===== src/rtl/prim_fifo_burst_pkg.sv =====
// Shared types and width helpers for the FIFO burst reader.
// Holds the FSM state enum and clog2-based width functions.
package prim_fifo_burst_pkg;

  typedef enum logic {
    IDLE  = 1'b0,
    BURST = 1'b1
  } state_e;

  // Width of a burst length field able to hold 0..n.
  function automatic int len_w(input int n);
    return (n < 1) ? 1 : $clog2(n + 1);
  endfunction

  // Width of the timeout counter; at least one bit even when disabled.
  function automatic int tmo_w(input int n);
    return (n < 1) ? 1 : $clog2(n + 1);
  endfunction

endpackage


===== src/rtl/prim_fifo_burst_reader_if.sv =====
// Handshake bundle: FIFO read port on one side, framed bursts on the other.
// master = burst reader, slave = FIFO/consumer side.
interface prim_fifo_burst_reader_if #(
  parameter int Width  = 16,
  parameter int DepthW = 2,
  parameter int LenW   = 2
);

  logic              fifo_rvalid;
  logic              fifo_rready;
  logic [Width-1:0]  fifo_rdata;
  logic [DepthW-1:0] fifo_rdepth;

  logic              out_valid;
  logic              out_ready;
  logic [Width-1:0]  out_data;
  logic              out_first;
  logic              out_last;
  logic [LenW-1:0]   out_len;

  modport master (
    input  fifo_rvalid,
    input  fifo_rdata,
    input  fifo_rdepth,
    output fifo_rready,
    output out_valid,
    output out_data,
    output out_first,
    output out_last,
    output out_len,
    input  out_ready
  );

  modport slave (
    output fifo_rvalid,
    output fifo_rdata,
    output fifo_rdepth,
    input  fifo_rready,
    input  out_valid,
    input  out_data,
    input  out_first,
    input  out_last,
    input  out_len,
    output out_ready
  );

endinterface


===== src/rtl/prim_fifo_burst_reader.sv =====
// Drains a FIFO read port into framed bursts (first/last/len).
// Ports: clk_i, rst_i (sync, high), flush_i, busy_o, bus (master).
module prim_fifo_burst_reader
  import prim_fifo_burst_pkg::*;
#(
  parameter int Width         = 16,
  parameter int Depth         = 3,
  parameter int BurstLen      = 2,
  parameter int TimeoutCycles = 8
) (
  input  logic clk_i,
  input  logic rst_i,
  input  logic flush_i,
  output logic busy_o,
  prim_fifo_burst_reader_if.master bus
);

  localparam int DepthW = $clog2(Depth + 1);
  localparam int LenW   = len_w(BurstLen);
  localparam int TmoW   = tmo_w(TimeoutCycles);

  localparam logic [DepthW-1:0] BurstD = DepthW'(BurstLen);
  localparam logic [LenW-1:0]   BurstL = LenW'(BurstLen);
  localparam logic [LenW-1:0]   LenOne = LenW'(1);
  localparam logic [TmoW-1:0]   TmoMax = TmoW'(TimeoutCycles);
  localparam logic [TmoW-1:0]   TmoOne = TmoW'(1);
  localparam bit                TmoEn  = (TimeoutCycles != 0);

  state_e          state_q, state_d;
  logic [LenW-1:0] beat_q, beat_d;
  logic [LenW-1:0] len_q, len_d;
  logic [TmoW-1:0] tmo_q, tmo_d;

  logic full_go;
  logic short_go;
  logic last_beat;
  logic fire;

  always_ff @(posedge clk_i) begin
    if (rst_i) begin
      state_q <= IDLE;
      beat_q  <= '0;
      len_q   <= '0;
      tmo_q   <= '0;
    end else begin
      state_q <= state_d;
      beat_q  <= beat_d;
      len_q   <= len_d;
      tmo_q   <= tmo_d;
    end
  end

  always_comb begin
    state_d         = state_q;
    beat_d          = beat_q;
    len_d           = len_q;
    tmo_d           = tmo_q;
    fire            = 1'b0;
    bus.out_valid   = 1'b0;
    bus.fifo_rready = 1'b0;
    bus.out_first   = 1'b0;
    bus.out_last    = 1'b0;

    // Depth is compared at full width before truncation,
    // so a short burst length is always below BurstLen.
    full_go  = (bus.fifo_rdepth >= BurstD);
    short_go = bus.fifo_rvalid &
               (flush_i | (TmoEn & (tmo_q == TmoMax)));
    last_beat = (beat_q == (len_q - LenOne));

    unique case (state_q)
      IDLE: begin
        if (!bus.fifo_rvalid) begin
          tmo_d = '0;
        end else if (tmo_q != TmoMax) begin
          tmo_d = tmo_q + TmoOne;
        end
        if (full_go || short_go) begin
          len_d   = full_go ? BurstL
                            : LenW'(bus.fifo_rdepth);
          beat_d  = '0;
          tmo_d   = '0;
          state_d = BURST;
        end
      end
      BURST: begin
        bus.out_valid   = bus.fifo_rvalid;
        fire            = bus.out_valid & bus.out_ready;
        bus.fifo_rready = fire;
        bus.out_first   = (beat_q == '0) & bus.out_valid;
        bus.out_last    = last_beat & bus.out_valid;
        if (fire) begin
          beat_d = beat_q + LenOne;
          if (last_beat) begin
            state_d = IDLE;
          end
        end
      end
      default: state_d = IDLE;
    endcase
  end

  assign bus.out_data = bus.fifo_rdata;
  assign bus.out_len  = len_q;
  assign busy_o       = (state_q == BURST);

endmodule


===== src/flat_wrapper.sv =====
// flat-port wrapper written by rule: the top's interface ports become plain ports
module prim_fifo_burst_reader_flat import prim_fifo_burst_pkg::*;
#(
  parameter int Width         = 16,
  parameter int Depth         = 3,
  parameter int BurstLen      = 2,
  parameter int TimeoutCycles = 8
)
  (clk_i, rst_i, flush_i, busy_o, bus_fifo_rvalid, bus_fifo_rdata, bus_fifo_rdepth, bus_fifo_rready, bus_out_valid, bus_out_data, bus_out_first, bus_out_last, bus_out_len, bus_out_ready);
  prim_fifo_burst_reader_if #(.Width(Width), .DepthW(2), .LenW(2)) bus_i ();
  input  logic clk_i;
  input  logic rst_i;
  input  logic flush_i;
  output logic busy_o;
  input wire logic [$bits(bus_i.fifo_rvalid)-1:0] bus_fifo_rvalid;
  input wire logic [$bits(bus_i.fifo_rdata)-1:0] bus_fifo_rdata;
  input wire logic [$bits(bus_i.fifo_rdepth)-1:0] bus_fifo_rdepth;
  output wire logic [$bits(bus_i.fifo_rready)-1:0] bus_fifo_rready;
  output wire logic [$bits(bus_i.out_valid)-1:0] bus_out_valid;
  output wire logic [$bits(bus_i.out_data)-1:0] bus_out_data;
  output wire logic [$bits(bus_i.out_first)-1:0] bus_out_first;
  output wire logic [$bits(bus_i.out_last)-1:0] bus_out_last;
  output wire logic [$bits(bus_i.out_len)-1:0] bus_out_len;
  input wire logic [$bits(bus_i.out_ready)-1:0] bus_out_ready;
  assign bus_i.fifo_rvalid = bus_fifo_rvalid;
  assign bus_i.fifo_rdata = bus_fifo_rdata;
  assign bus_i.fifo_rdepth = bus_fifo_rdepth;
  assign bus_fifo_rready = bus_i.fifo_rready;
  assign bus_out_valid = bus_i.out_valid;
  assign bus_out_data = bus_i.out_data;
  assign bus_out_first = bus_i.out_first;
  assign bus_out_last = bus_i.out_last;
  assign bus_out_len = bus_i.out_len;
  assign bus_i.out_ready = bus_out_ready;
  prim_fifo_burst_reader #(.Width(Width), .Depth(Depth), .BurstLen(BurstLen), .TimeoutCycles(TimeoutCycles)) u_core (.clk_i(clk_i), .rst_i(rst_i), .flush_i(flush_i), .busy_o(busy_o), .bus(bus_i));
endmodule

===== config.mk =====
export PLATFORM = sky130hd
export DESIGN_NAME = prim_fifo_burst_reader_flat
export DESIGN_NICKNAME = d
export VERILOG_FILES = /design/src/rtl/prim_fifo_burst_pkg.sv /design/src/rtl/prim_fifo_burst_reader_if.sv /design/src/rtl/prim_fifo_burst_reader.sv /design/src/flat_wrapper.sv
export SDC_FILE = /design/constraint.sdc
export NUM_CORES = 1
export LEC_CHECK = 0
export ABC_AREA = 1
export CAP_MARGIN = 15
export CORE_MARGIN = 5
export CORE_UTILIZATION = 33
export CTS_CLUSTER_SIZE = 28
export DETAILED_ROUTE_END_ITERATION = 8
export PLACE_DENSITY_LB_ADDON = 0.3
export SYNTH_ARGS = -nofsm -noshare
export SYNTH_HDL_FRONTEND = slang
export SYNTH_SLANG_ARGS = --single-unit

===== constraint.sdc =====
create_clock -name clk_i -period 1.7 [get_ports clk_i]
set_clock_uncertainty 0.2 [all_clocks]
set_input_delay 0.255 -clock clk_i [delete_from_list [all_inputs] [get_ports clk_i]]
set_output_delay 0.255 -clock clk_i [all_outputs]
set_load 0.05 [all_outputs]

## Word level (Yosys, flattened, before mapping)

Index checks and enable logic that the tools add are counted.

- Output and inout bits: 23
- Register bits after elaboration: 9
- Bits in latches: 0
- Bits in read-only memories: 0
- Input port bits: 23
- Memories kept: 0
- Word-level logic and storage cells: 40
- RAM bits: 0

- Add/subtract/negate cells: 3
- Muxes and demuxes: 15
- Equality and inequality tests: 6
- $mul: 0
- Shifts and indexed selects: 0
- Div/mod/pow operators: 0
- Reductions and logical operators: 5
- Bitwise logic cells: 6
- Order comparisons: 1

Operators by type and width:

| kind | number |
|---|---|
| 4-bit two-way mux | 3 |
| 1-bit two-way mux | 7 |
| 2-bit two-way mux | 3 |
| 2-bit AND reduction | 3 |
| 4-bit by 1-bit adder with 4-bit output, second input constant | 1 |
| 1-bit AND | 4 |
| 4-bit == test, second input constant | 1 |
| 4-bit inequality test, second input constant | 1 |
| 2-bit case mux with 2 select lines | 1 |
| 3-bit by 1-bit inequality test with 1-bit output, second input constant | 1 |
| 2-bit by 1-bit adder with 2-bit output, second input constant | 1 |
| 2-bit == test | 1 |
| 2-bit greater-or-equal comparator, second input constant | 1 |
| 2-bit zero test | 1 |
| 2-bit by 1-bit inequality test with 1-bit output, second input constant | 1 |
| 2-bit inequality test, second input constant | 1 |
| 1-bit case mux with 2 select lines | 1 |
| 2-bit by 1-bit subtractor with 2-bit output, second input constant | 1 |
| 1-bit logical OR | 1 |
| 1-bit NOT | 1 |
| 1-bit bitwise OR | 1 |

## Logic depth before layout (Yosys ltp)

- Word-level depth: 6
- Depth in mapped cells: 9
- Depth with buffers taken out: 9

## Worst setup path before layout

OpenSTA, ideal clock, no wires.

- Kind: reg2out
- Start: register u_core.len_q[1], in the netlist u_core.bus.out_len[1]
- End: output bus_out_last
- Buffers on the path: 0
- Data required time: 1245 ps
- Data arrival time: 1573 ps
- Cell stages (with the launch flop): 4
- Slack: -328 ps
- Cell sequence: dfxtp_1 -> xnor2_1 -> o21ai_1 -> nor2_1

- Word-level cells in the longest chain between the ends: 4

RTL lines:

| what | RTL line | source |
|---|---|---|
| start: declaration | prim_fifo_burst_reader.sv:31 | `logic [LenW-1:0] len_q, len_d;` |
| start signal: assignment | prim_fifo_burst_reader.sv:48 | `len_q <= len_d;` |
| 2-bit by 1-bit subtractor with 2-bit output | prim_fifo_burst_reader.sv:69 | `last_beat = (beat_q == (len_q - LenOne));` |
| 2-bit == test | prim_fifo_burst_reader.sv:69 |  |
| 1-bit AND | prim_fifo_burst_reader.sv:91 | `bus.out_last = last_beat & bus.out_valid;` |
| 1-bit two-way mux | prim_fifo_burst_reader.sv:71 | `unique case (state_q)` |
| end: declaration | flat_wrapper.sv:22 | `output wire logic [$bits(bus_i.out_last)-1:0] bus_out_last;` |

Every way passes these cells.

## Worst setup path after layout

- Start: register u_core.beat_q[1]
- End: output bus_out_last

- Word-level cells in the longest chain between the ends: 3

RTL lines:

| what | RTL line | source |
|---|---|---|
| start: declaration | prim_fifo_burst_reader.sv:30 | `logic [LenW-1:0] beat_q, beat_d;` |
| start signal: assignment | prim_fifo_burst_reader.sv:47 | `beat_q <= beat_d;` |
| 2-bit == test | prim_fifo_burst_reader.sv:69 |  |
| 1-bit AND | prim_fifo_burst_reader.sv:91 |  |
| 1-bit two-way mux | prim_fifo_burst_reader.sv:71 |  |

Every way passes these cells.

==> impl_metrics.tcl <==
set metrics [dict create \
    status "finished, final reports clean" \
    synth_area_leaders "dfxtp_1, buf_4, nand2_1" \
    top_layer "met4" \
    hold_path_depth 4 \
    p_leak_uw 0.000360 \
    fmax_mhz 604 \
    cts_tree "yes" \
    vias 465 \
    ys_ff_latch 9 \
    critPathArrivalTime_ps 1200 \
    grt_max_degree 8 \
    cp-end-kind "output port" \
    ir_drop_v 0.000323 \
    met1_length_um 480 \
    cts_buffers 3 \
    grt-ovfl-total 0 \
    cts_buffer_depth 2 \
    antenna_found_initial 0 \
    worst_slew_pin_slew_ps 195 \
    portBuffers 13 \
    die_x_um 53.8 \
    wl_met2_um 527 \
    nets 111 \
    gp_congestion 0.722 \
    ant_nets 0 \
    grt_pass1_wl_um 1790 \
    drive_above_1_share_pct 35.7 \
    start_util_pct 35.5 \
    synth_warnings 0 \
    synth_area_leader_cell "dfxtp_1" \
    hpwl_um 909 \
    drtPass1Iterations 2 \
    die-area_um2 2890 \
    hold-worst-slack_ps 286 \
    cts_hold_buf 0 \
    placed_area_um2 764 \
    crit_fanout 3 \
    drc 0 \
    yosysSeqAreaShare_pct 28.5 \
    period_minus_slack_ps 1650 \
    drtIter0Drc 1 \
    io_pins 46 \
    clk_pin_slew_worst_paths_ps 70 \
    avgSynthCellArea_um2 7.72 \
    clkLatencyLatePin_ps 270 \
    htree_levels 1 \
    hp-class "in -> reg" \
    diodes 0 \
    dr_wl_met3_um 125 \
    routed_wirelength_um 1160 \
    required_ps 1240 \
    wl_per_cell_um 10.7 \
    netlist_area_um2 633 \
    synthCells 82 \
    timing_worst_setup_path_type "reg -> out" \
    track_usage_pct 8.73 \
    ys_types 22 \
    fp.dieH_um 53.8 \
    first_global_vias 434 \
    worst-r2r-setup-slack_ps 230 \
    synth_top_cell_area_share_pct 28.5 \
    design_area_um2 815 \
    min_period_over_period_pct 97.3 \
    synth_nets 108 \
    clock-sinks 9 \
    core_area_um2 1780 \
    finalSetupViolations 0 \
    avgViaCountPerCell 4.27 \
    clock-root-buffer "clkbuf_4" \
    fp-row-count 15 \
    areaGrowthSynthToFinish_pct 28.7 \
    cap_violations 0 \
    hold_viol 0 \
    cp-start-kind "register" \
    max-slew-margin-rel_pct 86.9 \
    p_per_area_nw_per_um2 699 \
    num-fill-cells 179 \
    slew_viol_final 0 \
    post-cts-setup-buffer-count 0 \
    reg2reg_depth 9 \
]
worst max-delay path, cell delays in order, from the launching register on:
cell and delay [ps]:
dfxtp_2 350, xnor2_2 200, nand2_1 90, o21ai_2 100, nor2_4 50, buf_12 140
registers in the layout, summed over array words and instances, names as in the netlist:
name,flops
u_core.bus.out_len,2
u_core.tmo_q,4
u_core.beat_q,2
u_core.busy_o,1
per-stage QoR:
stage | setup WS (ps) | setup TNS (ps) | instances | util, % | power (µW)
after global routing | -8.79 | -8.79 | 109 | 45.7 | 600
final | 45.5 | 0 | 109 | 45.7 | 570
after floorplan | 12.3 | 0 | 82 | - | 427
after detailed placement | -7.70 | -7.70 | 105 | 42.9 | 395
after CTS | 0.121 | 0 | 109 | 44.8 | 572
after global placement | -1.44 | -1.44 | 105 | 42.9 | 394
layer usage:
| layer | vias up | GRT usage, % |
|---|---|---|
| met2 | 25 | 11.5 |
| met1 | 191 | 10.6 |
| met3 | 8 | 5.26 |
| met5 | - | 0 |
| met4 | 0 | 5.11 |
| li1 | 241 | - |
layout make-up:
| cell class | instances | area [µm²] | area share [%] |
|---|---|---|---|
| Multi-Input combinational cell | 44 | 303 | 37.2 |
| Timing Repair Buffer | 15 | 218 | 26.7 |
| Sequential cell | 9 | 186 | 22.9 |
| Inverter | 12 | 50.0 | 6.14 |
| Tap cell | 25 | 31.3 | 3.84 |
| Clock buffer | 4 | 26.3 | 3.23 |
what timing repair did:
| item | in CTS | in global routing |
|---|---|---|
| setup endpoints to repair | 2 | 3 |
| hold endpoints to repair | 0 | 0 |
| pin swaps | 1 | 0 |
| resized for setup | 3 | 5 |
path summary, 6_finish.rpt:
path,from,end
hold / removal,bus_fifo_rvalid,u_core.tmo_q[3]$_SDFFE_PP0P_
hold reg to reg,u_core.beat_q[0]$_SDFFE_PP0P_,u_core.beat_q[0]$_SDFFE_PP0P_
setup reg to reg,u_core.tmo_q[0]$_SDFFE_PP0P_,u_core.bus.out_len[1]$_SDFFE_PP0P_
setup / recovery,u_core.beat_q[1]$_SDFFE_PP0P_,bus_out_last
power breakdown:
| part | switching, µW | internal, µW |
|---|---|---|
| combinational | 83.5 | 75.0 |
| sequential | 16.4 | 220 |
| clock | 83.9 | 90.7 |
cells by family (layout without fill, tap and decap cells):
logic type | count (synthesis) | after routing | share of synthesized area (%)
buffers and inverters | 29 | 31 | 27.9
AO/OA/AOI/OAI | 8 | 8 | 9.48
flip-flops | 9 | 9 | 28.5
AND/OR/NAND/NOR | 28 | 28 | 21.1
adder cells (fa/ha/maj) | 3 | 3 | 5.93
multiplexers | 1 | 1 | 1.58
XOR/XNOR | 4 | 4 | 5.53
synthesized netlist by cell type:
master / number
buf_6: 1
nand2_4: 1
nand3b_1: 1
nand3_2: 1
a21oi_1: 3
nand3_1: 1
buf_4: 16
o211ai_4: 1
nor2_1: 9
nand2_1: 11
inv_2: 3
xnor2_1: 1
o21ai_1: 2
a21oi_2: 1
nand4_1: 1
ha_1: 3
mux2i_1: 1
xor2_1: 3
inv_1: 9
o21ai_0: 1
nand2_2: 3
dfxtp_1: 9
placed cells by master (no fill, tap or decap), drive strengths merged:
master / instances
a21oi: 4
buf: 9
clkbuf: 4
clkdlybuf4s50: 5
dfxtp: 9
dlymetal6s2s: 1
ha: 3
inv: 12
mux2i: 1
nand2: 15
nand3: 2
nand3b: 1
nand4: 1
nor2: 9
o211ai: 1
o21ai: 3
xnor2: 1
xor2: 3
Note: power is estimated with default switching activity, not from simulation.
